[src/rtl/gamma_argument_decoder_pkg.sv]
// Shared definitions for the Elias-gamma argument decoder: FSM state
// encoding and a constant-evaluable ceiling log2 helper.
package gamma_argument_decoder_pkg;

  typedef enum logic [1:0] {
    ST_PREFIX = 2'd0,
    ST_SUFFIX = 2'd1,
    ST_HOLD   = 2'd2,
    ST_ERROR  = 2'd3
  } state_t;

  // Ceiling log2, usable in parameter defaults.
  function automatic int log2(input int n);
    int r;
    r = 0;
    for (int i = 0; i < 31; i++) begin
      if ((1 << i) < n) r = i + 1;
    end
    return r;
  endfunction

endpackage

[src/rtl/gamma_argument_decoder_tzc.sv]
// Trailing-zero counter for the upstream window. Counts zeros below the
// lowest set bit; count reads 0 and all_zero is raised when no bit is set.
module trailing_zero_count #(
  parameter int WIDTH_OUT      = 8,
  parameter int LOG2_WIDTH_OUT = 3
) (
  input  logic [WIDTH_OUT-1:0]    vec,
  output logic [LOG2_WIDTH_OUT:0] count,
  output logic                    all_zero
);

  // Scan from the top down so the lowest set bit wins.
  always_comb begin
    count    = '0;
    all_zero = ~|vec;
    for (int i = WIDTH_OUT - 1; i >= 0; i--) begin
      if (vec[i]) count = (LOG2_WIDTH_OUT + 1)'(i);
    end
  end

endmodule

[src/rtl/gamma_argument_decoder.sv]
// Elias-gamma argument decoder. Peeks at the upstream bit window (LSB is the
// next unconsumed bit), pops the prefix and suffix of each code in two
// phases, and holds the decoded value on a valid/ack port until accepted.
// An all-zero window while looking for a prefix is unrecoverable and locks
// the block in ERROR until reset.
module gamma_argument_decoder
  import gamma_argument_decoder_pkg::*;
#(
  parameter int WIDTH_OUT      = 8,
  parameter int VALUE_WIDTH    = 8,
  parameter int LOG2_WIDTH_OUT = log2(WIDTH_OUT - 1)
) (
  input  logic                      clk,
  input  logic                      rst,
  input  logic [WIDTH_OUT-1:0]      win_q,
  input  logic                      win_ready,
  output logic [LOG2_WIDTH_OUT:0]   win_pop,
  output logic [VALUE_WIDTH-1:0]    value,
  output logic                      value_valid,
  input  logic                      value_ack,
  output logic                      error
);

  state_t                   state_q, state_d;
  logic [LOG2_WIDTH_OUT:0]  k_q, k_d;
  logic [VALUE_WIDTH-1:0]   value_q, value_d;
  logic                     valid_q, error_q;

  logic [LOG2_WIDTH_OUT:0]  tz_count;
  logic                     tz_all_zero;
  logic [VALUE_WIDTH-1:0]   lead_bit;
  logic [VALUE_WIDTH-1:0]   suffix_value;

  trailing_zero_count #(
    .WIDTH_OUT      (WIDTH_OUT),
    .LOG2_WIDTH_OUT (LOG2_WIDTH_OUT)
  ) u_tzc (
    .vec      (win_q),
    .count    (tz_count),
    .all_zero (tz_all_zero)
  );

  // Implicit leading one at bit k plus the k suffix bits now at the window LSBs.
  assign lead_bit     = VALUE_WIDTH'(1) << k_q;
  assign suffix_value = lead_bit | (VALUE_WIDTH'(win_q) & (lead_bit - VALUE_WIDTH'(1)));

  // Next-state, latched k, next value and the Mealy pop request.
  always_comb begin
    state_d = state_q;
    k_d     = k_q;
    value_d = value_q;
    win_pop = '0;
    case (state_q)
      ST_PREFIX: begin
        if (win_ready) begin
          if (tz_all_zero) begin
            state_d = ST_ERROR;
          end else begin
            win_pop = tz_count + (LOG2_WIDTH_OUT + 1)'(1);
            k_d     = tz_count;
            if (tz_count == '0) begin
              value_d = VALUE_WIDTH'(1);
              state_d = ST_HOLD;
            end else begin
              state_d = ST_SUFFIX;
            end
          end
        end
      end
      ST_SUFFIX: begin
        if (win_ready) begin
          win_pop = k_q;
          value_d = suffix_value;
          state_d = ST_HOLD;
        end
      end
      ST_HOLD: begin
        if (value_ack) state_d = ST_PREFIX;
      end
      default: ;
    endcase
  end

  // State and output registers; valid/error mirror the state being entered.
  always_ff @(posedge clk) begin
    if (!rst) begin
      state_q <= ST_PREFIX;
      k_q     <= '0;
      value_q <= '0;
      valid_q <= 1'b0;
      error_q <= 1'b0;
    end else begin
      state_q <= state_d;
      k_q     <= k_d;
      value_q <= value_d;
      valid_q <= (state_d == ST_HOLD);
      error_q <= (state_d == ST_ERROR);
    end
  end

  assign value       = value_q;
  assign value_valid = valid_q;
  assign error       = error_q;

endmodule

[config.mk]
export PLATFORM = sky130hd
export DESIGN_NAME = gamma_argument_decoder
export DESIGN_NICKNAME = d
export VERILOG_FILES = /design/src/rtl/gamma_argument_decoder_pkg.sv /design/src/rtl/gamma_argument_decoder_tzc.sv /design/src/rtl/gamma_argument_decoder.sv
export SDC_FILE = /design/constraint.sdc
export NUM_CORES = 1
export LEC_CHECK = 0
export BUFFER_PORTS_ARGS = -buffer_cell sky130_fd_sc_hd__buf_2
export CORE_MARGIN = 3
export CORE_UTILIZATION = 39
export DETAILED_ROUTE_END_ITERATION = 8
export GPL_TIMING_DRIVEN = 0
export PLACE_DENSITY = 0.7
export SLEW_MARGIN = 20
export SYNTH_ARGS = -nofsm -noshare
export SYNTH_HDL_FRONTEND = slang
export SYNTH_SLANG_ARGS = --single-unit
[constraint.sdc]
create_clock -name clk -period 2.35 [get_ports clk]
set_clock_uncertainty 0.15 [all_clocks]
set_input_delay 0 -clock clk [delete_from_list [all_inputs] [get_ports clk]]
set_output_delay 0 -clock clk [all_outputs]
set_load 0.01 [all_outputs]
==> flow_summary.json <==
{
  "outcome": "complete, but fails checks",
  "violations": "hold timing",
  "r2r_start": "k_q[1]$_SDFFE_PN0P_",
  "synth_top_cell_area_share_pct": 32.6,
  "area_growth_pct": 25.7,
  "io_buffer_count": 25,
  "worst_pin_slew_ns": 0.686,
  "diodes": 0,
  "crit_slowest_cell": "a2111oi_0",
  "crit_path_start_kind": "input port",
  "synth_edf_count": 0,
  "die_w_um": 54.6,
  "setup_viol": 0,
  "ios": 26,
  "initial_core_util_pct": 43.8,
  "synth_flop_cell": "dfxtp_1",
  "clockRootBuffer": "clkbuf_4",
  "drt_pre_antenna_iters": 4,
  "syn_area_um2": 921,
  "async_flop_share_pct": 0,
  "fmax_mhz": 464,
  "finalPower_uw": 589,
  "synth_common_cells": "nand2_1 (20), dfxtp_1 (15), inv_1 (9)",
  "dpl.hpwl_um": 1800,
  "synthDistinctLibCells": 43,
  "drt_iter0_drc": 16,
  "coreArea_um2": 2100,
  "htree_levels": 1,
  "overflow": 0,
  "drive_gt1_share_pct": 27.8,
  "ant_nets": 0,
  "grt_pass1_wl_um": 4060,
  "multiInputGateArea_um2": 554,
  "cp.arrival_ns": 2.20,
  "vias": 997,
  "cts_sinks": 15,
  "leakage_uw": 0.000495,
  "crit_top_cell": "buf_2",
  "holdCritPathClass": "in2reg",
  "syn-num-nets": 132,
  "cts_buffers": 3,
  "crit_type": "in2reg",
  "grt_pass1_vias": 958,
  "max_stage_delay_ns": 0.66,
  "regArea_um2": 300,
  "postSynthCellCount": 117,
  "whs_ns": -0.00480,
  "cts_tree": "built",
  "maxCapViolations": 0,
  "rows": 16,
  "rsz0062_at_grt": "false",
  "crit_buf_inv": 3,
  "place_congestion": 0.848,
  "critPathLaunch": "win_q[6]",
  "nets": 167,
  "ys_ff_latch": 15,
  "fin_area_um2": 1160,
  "synth_area_leaders": "dfxtp_1 (33%), nand2_1 (8.2%), ha_1 (4.1%), o21ai_0 (3.8%), inv_1 (3.7%)",
  "drv_slew": 0,
  "via_per_inst": 5.60,
  "worst-path-max-fanout": 10,
  "cp_cell_sequence": "buf_2 -> nand2b_1 -> a2111oi_0 -> or2_2 -> inv_1 -> ha_1 -> o41ai_2 -> a21boi_1 -> buf_2 -> a311oi_1",
  "setup_ws_ns": 0.197,
  "clk_latency_ns": 0.29,
  "post_drt_wl_per_cell_um": 13.2,
  "track_usage_pct": 18.6,
  "fin_crit_ns": 2.15,
  "finalHoldViolCount": 1,
  "synth_top_area_cell": "dfxtp_1",
  "period_share_pct": 91.6,
  "holdCritStartpoint": "win_q[6]",
  "synth_most_common_cell": "nand2_1",
  "power_density_nw_per_um2": 509,
  "ctsResizeCount": 0,
  "grt_max_degree": 11,
  "pre_cts_ws_ns": -0.0501,
  "crit_required_ns": 2.39,
  "syn_avg_cell_area_um2": 7.87,
  "worstSetupEndpointType": "flip-flop",
  "die_height_um": 54.6,
  "ys_warn_count": 0,
  "post_cts_buffers": 0,
  "path_clk_slew_ns": 0.09,
  "antenna_found_initial": 0,
  "crit_family": "compound AO/OA/AOI/OAI gates",
  "ir_drop_uv": 343,
  "max-slew-margin-rel_pct": 53.1,
  "r2r_setup_slack_ns": 0.41,
  "wirelength_um": 2360,
  "place_area_um2": 1080,
  "drc": 0,
  "ys_seq_area_share_pct": 32.6,
  "fill_cells": 211,
  "die_area_um2": 2980,
  "cts_max_path_buffers": 2
}
area by class of cell:
cell class / count / area share, %
inverters: 9 / 2.92
well taps: 27 / 2.92
multi-input cells: 87 / 47.9
repair buffers: 30 / 15.1
clock inverters: 1 / 0.432
clock buffers: 3 / 1.95
flip-flops and latches: 15 / 25.9
plain buffers: 6 / 2.81
cells by family (layout without fill, tap and decap cells):
family	count (synthesis)	in the layout	synth area share, %
xor gates and xnor gates	1	1	0.951
buffers and inverters	15	49	7.20
adders and majority gates	3	3	4.08
DFF	15	15	32.6
AOI/OAI and AO/OA	32	32	25.5
muxes	2	2	2.31
and+or+nand+nor	49	49	27.3
placed cells by master (no fill, tap or decap), types with 2 or more instances in the layout:
cell type | synthesis | layout
buf_2 | 2 | 27
nand2_1 | 20 | 20
dfxtp_1 | 15 | 15
inv_1 | 9 | 9
nor2_1 | 8 | 8
o21ai_0 | 7 | 7
nand3_1 | 5 | 5
dlygate4sd3_1 | 0 | 5
o22ai_1 | 4 | 4
a21oi_1 | 3 | 3
clkbuf_1 | 3 | 3
nand4_1 | 3 | 3
ha_1 | 3 | 3
clkbuf_4 | 0 | 3
o31ai_1 | 2 | 2
or4_4 | 2 | 2
o21ai_1 | 2 | 2
o21a_1 | 2 | 2
per-stage QoR:
stage	setup TNS, ns	cells	util, %
finish	0	178	55.1
global route	0	178	55.1
CTS	0	178	55.1
detailed placement	-0.0501	169	51.4
global placement	0	169	51.4
floorplan	0	117	-
report_power, final:
part / switching [uW] / internal [uW] / total (uW)
clock network: 89.7 / 63.3 / 153
registers: 6.95 / 266 / 273
logic: 95.9 / 66.5 / 162
flip-flops by register name, indices dropped and copies added (netlist names):
signal	cells
k_q	3
error	1
value_valid	1
value	8
state_q	2
timing repair:
action	4_1_cts	5_1_grt
hold buffers	5	0
endpoints found under the setup margin	0	0
hold endpoints to repair	12	0
worst paths after layout:
| path | to | cells past startpoint |
|---|---|---|
| worst max-delay path | value[0]$_SDFFE_PN0P_ | 10 |
| worst min-delay path | value[6]$_SDFFE_PN0P_ | 3 |
| worst max register to register | value[6]$_SDFFE_PN0P_ | 8 |
| worst min register to register | value[2]$_SDFFE_PN0P_ | 2 |
metal layers:
| layer | track usage, % | vias to the layer above | part of all wire [%] |
|---|---|---|---|
| met2 | 31.5 | 28 | 50 |
| li1 | - | 492 | - |
| met1 | 21.9 | 470 | 43 |
| met4 | 8.30 | 0 | 2.0 |
| met5 | 0 | - | 0 |
| met3 | 4.63 | 7 | 5.3 |
worst register-to-register path, stage by stage, from the launching register on:
cell	delay [ns]
dfxtp_1	0.32
clkbuf_1	0.29
inv_1	0.17
nand3_1	0.14
ha_1	0.24
nand2_1	0.08
a211oi_1	0.25
a41oi_1	0.07
o22ai_1	0.15
No activity file was read; power rests on OpenSTA's default activity.
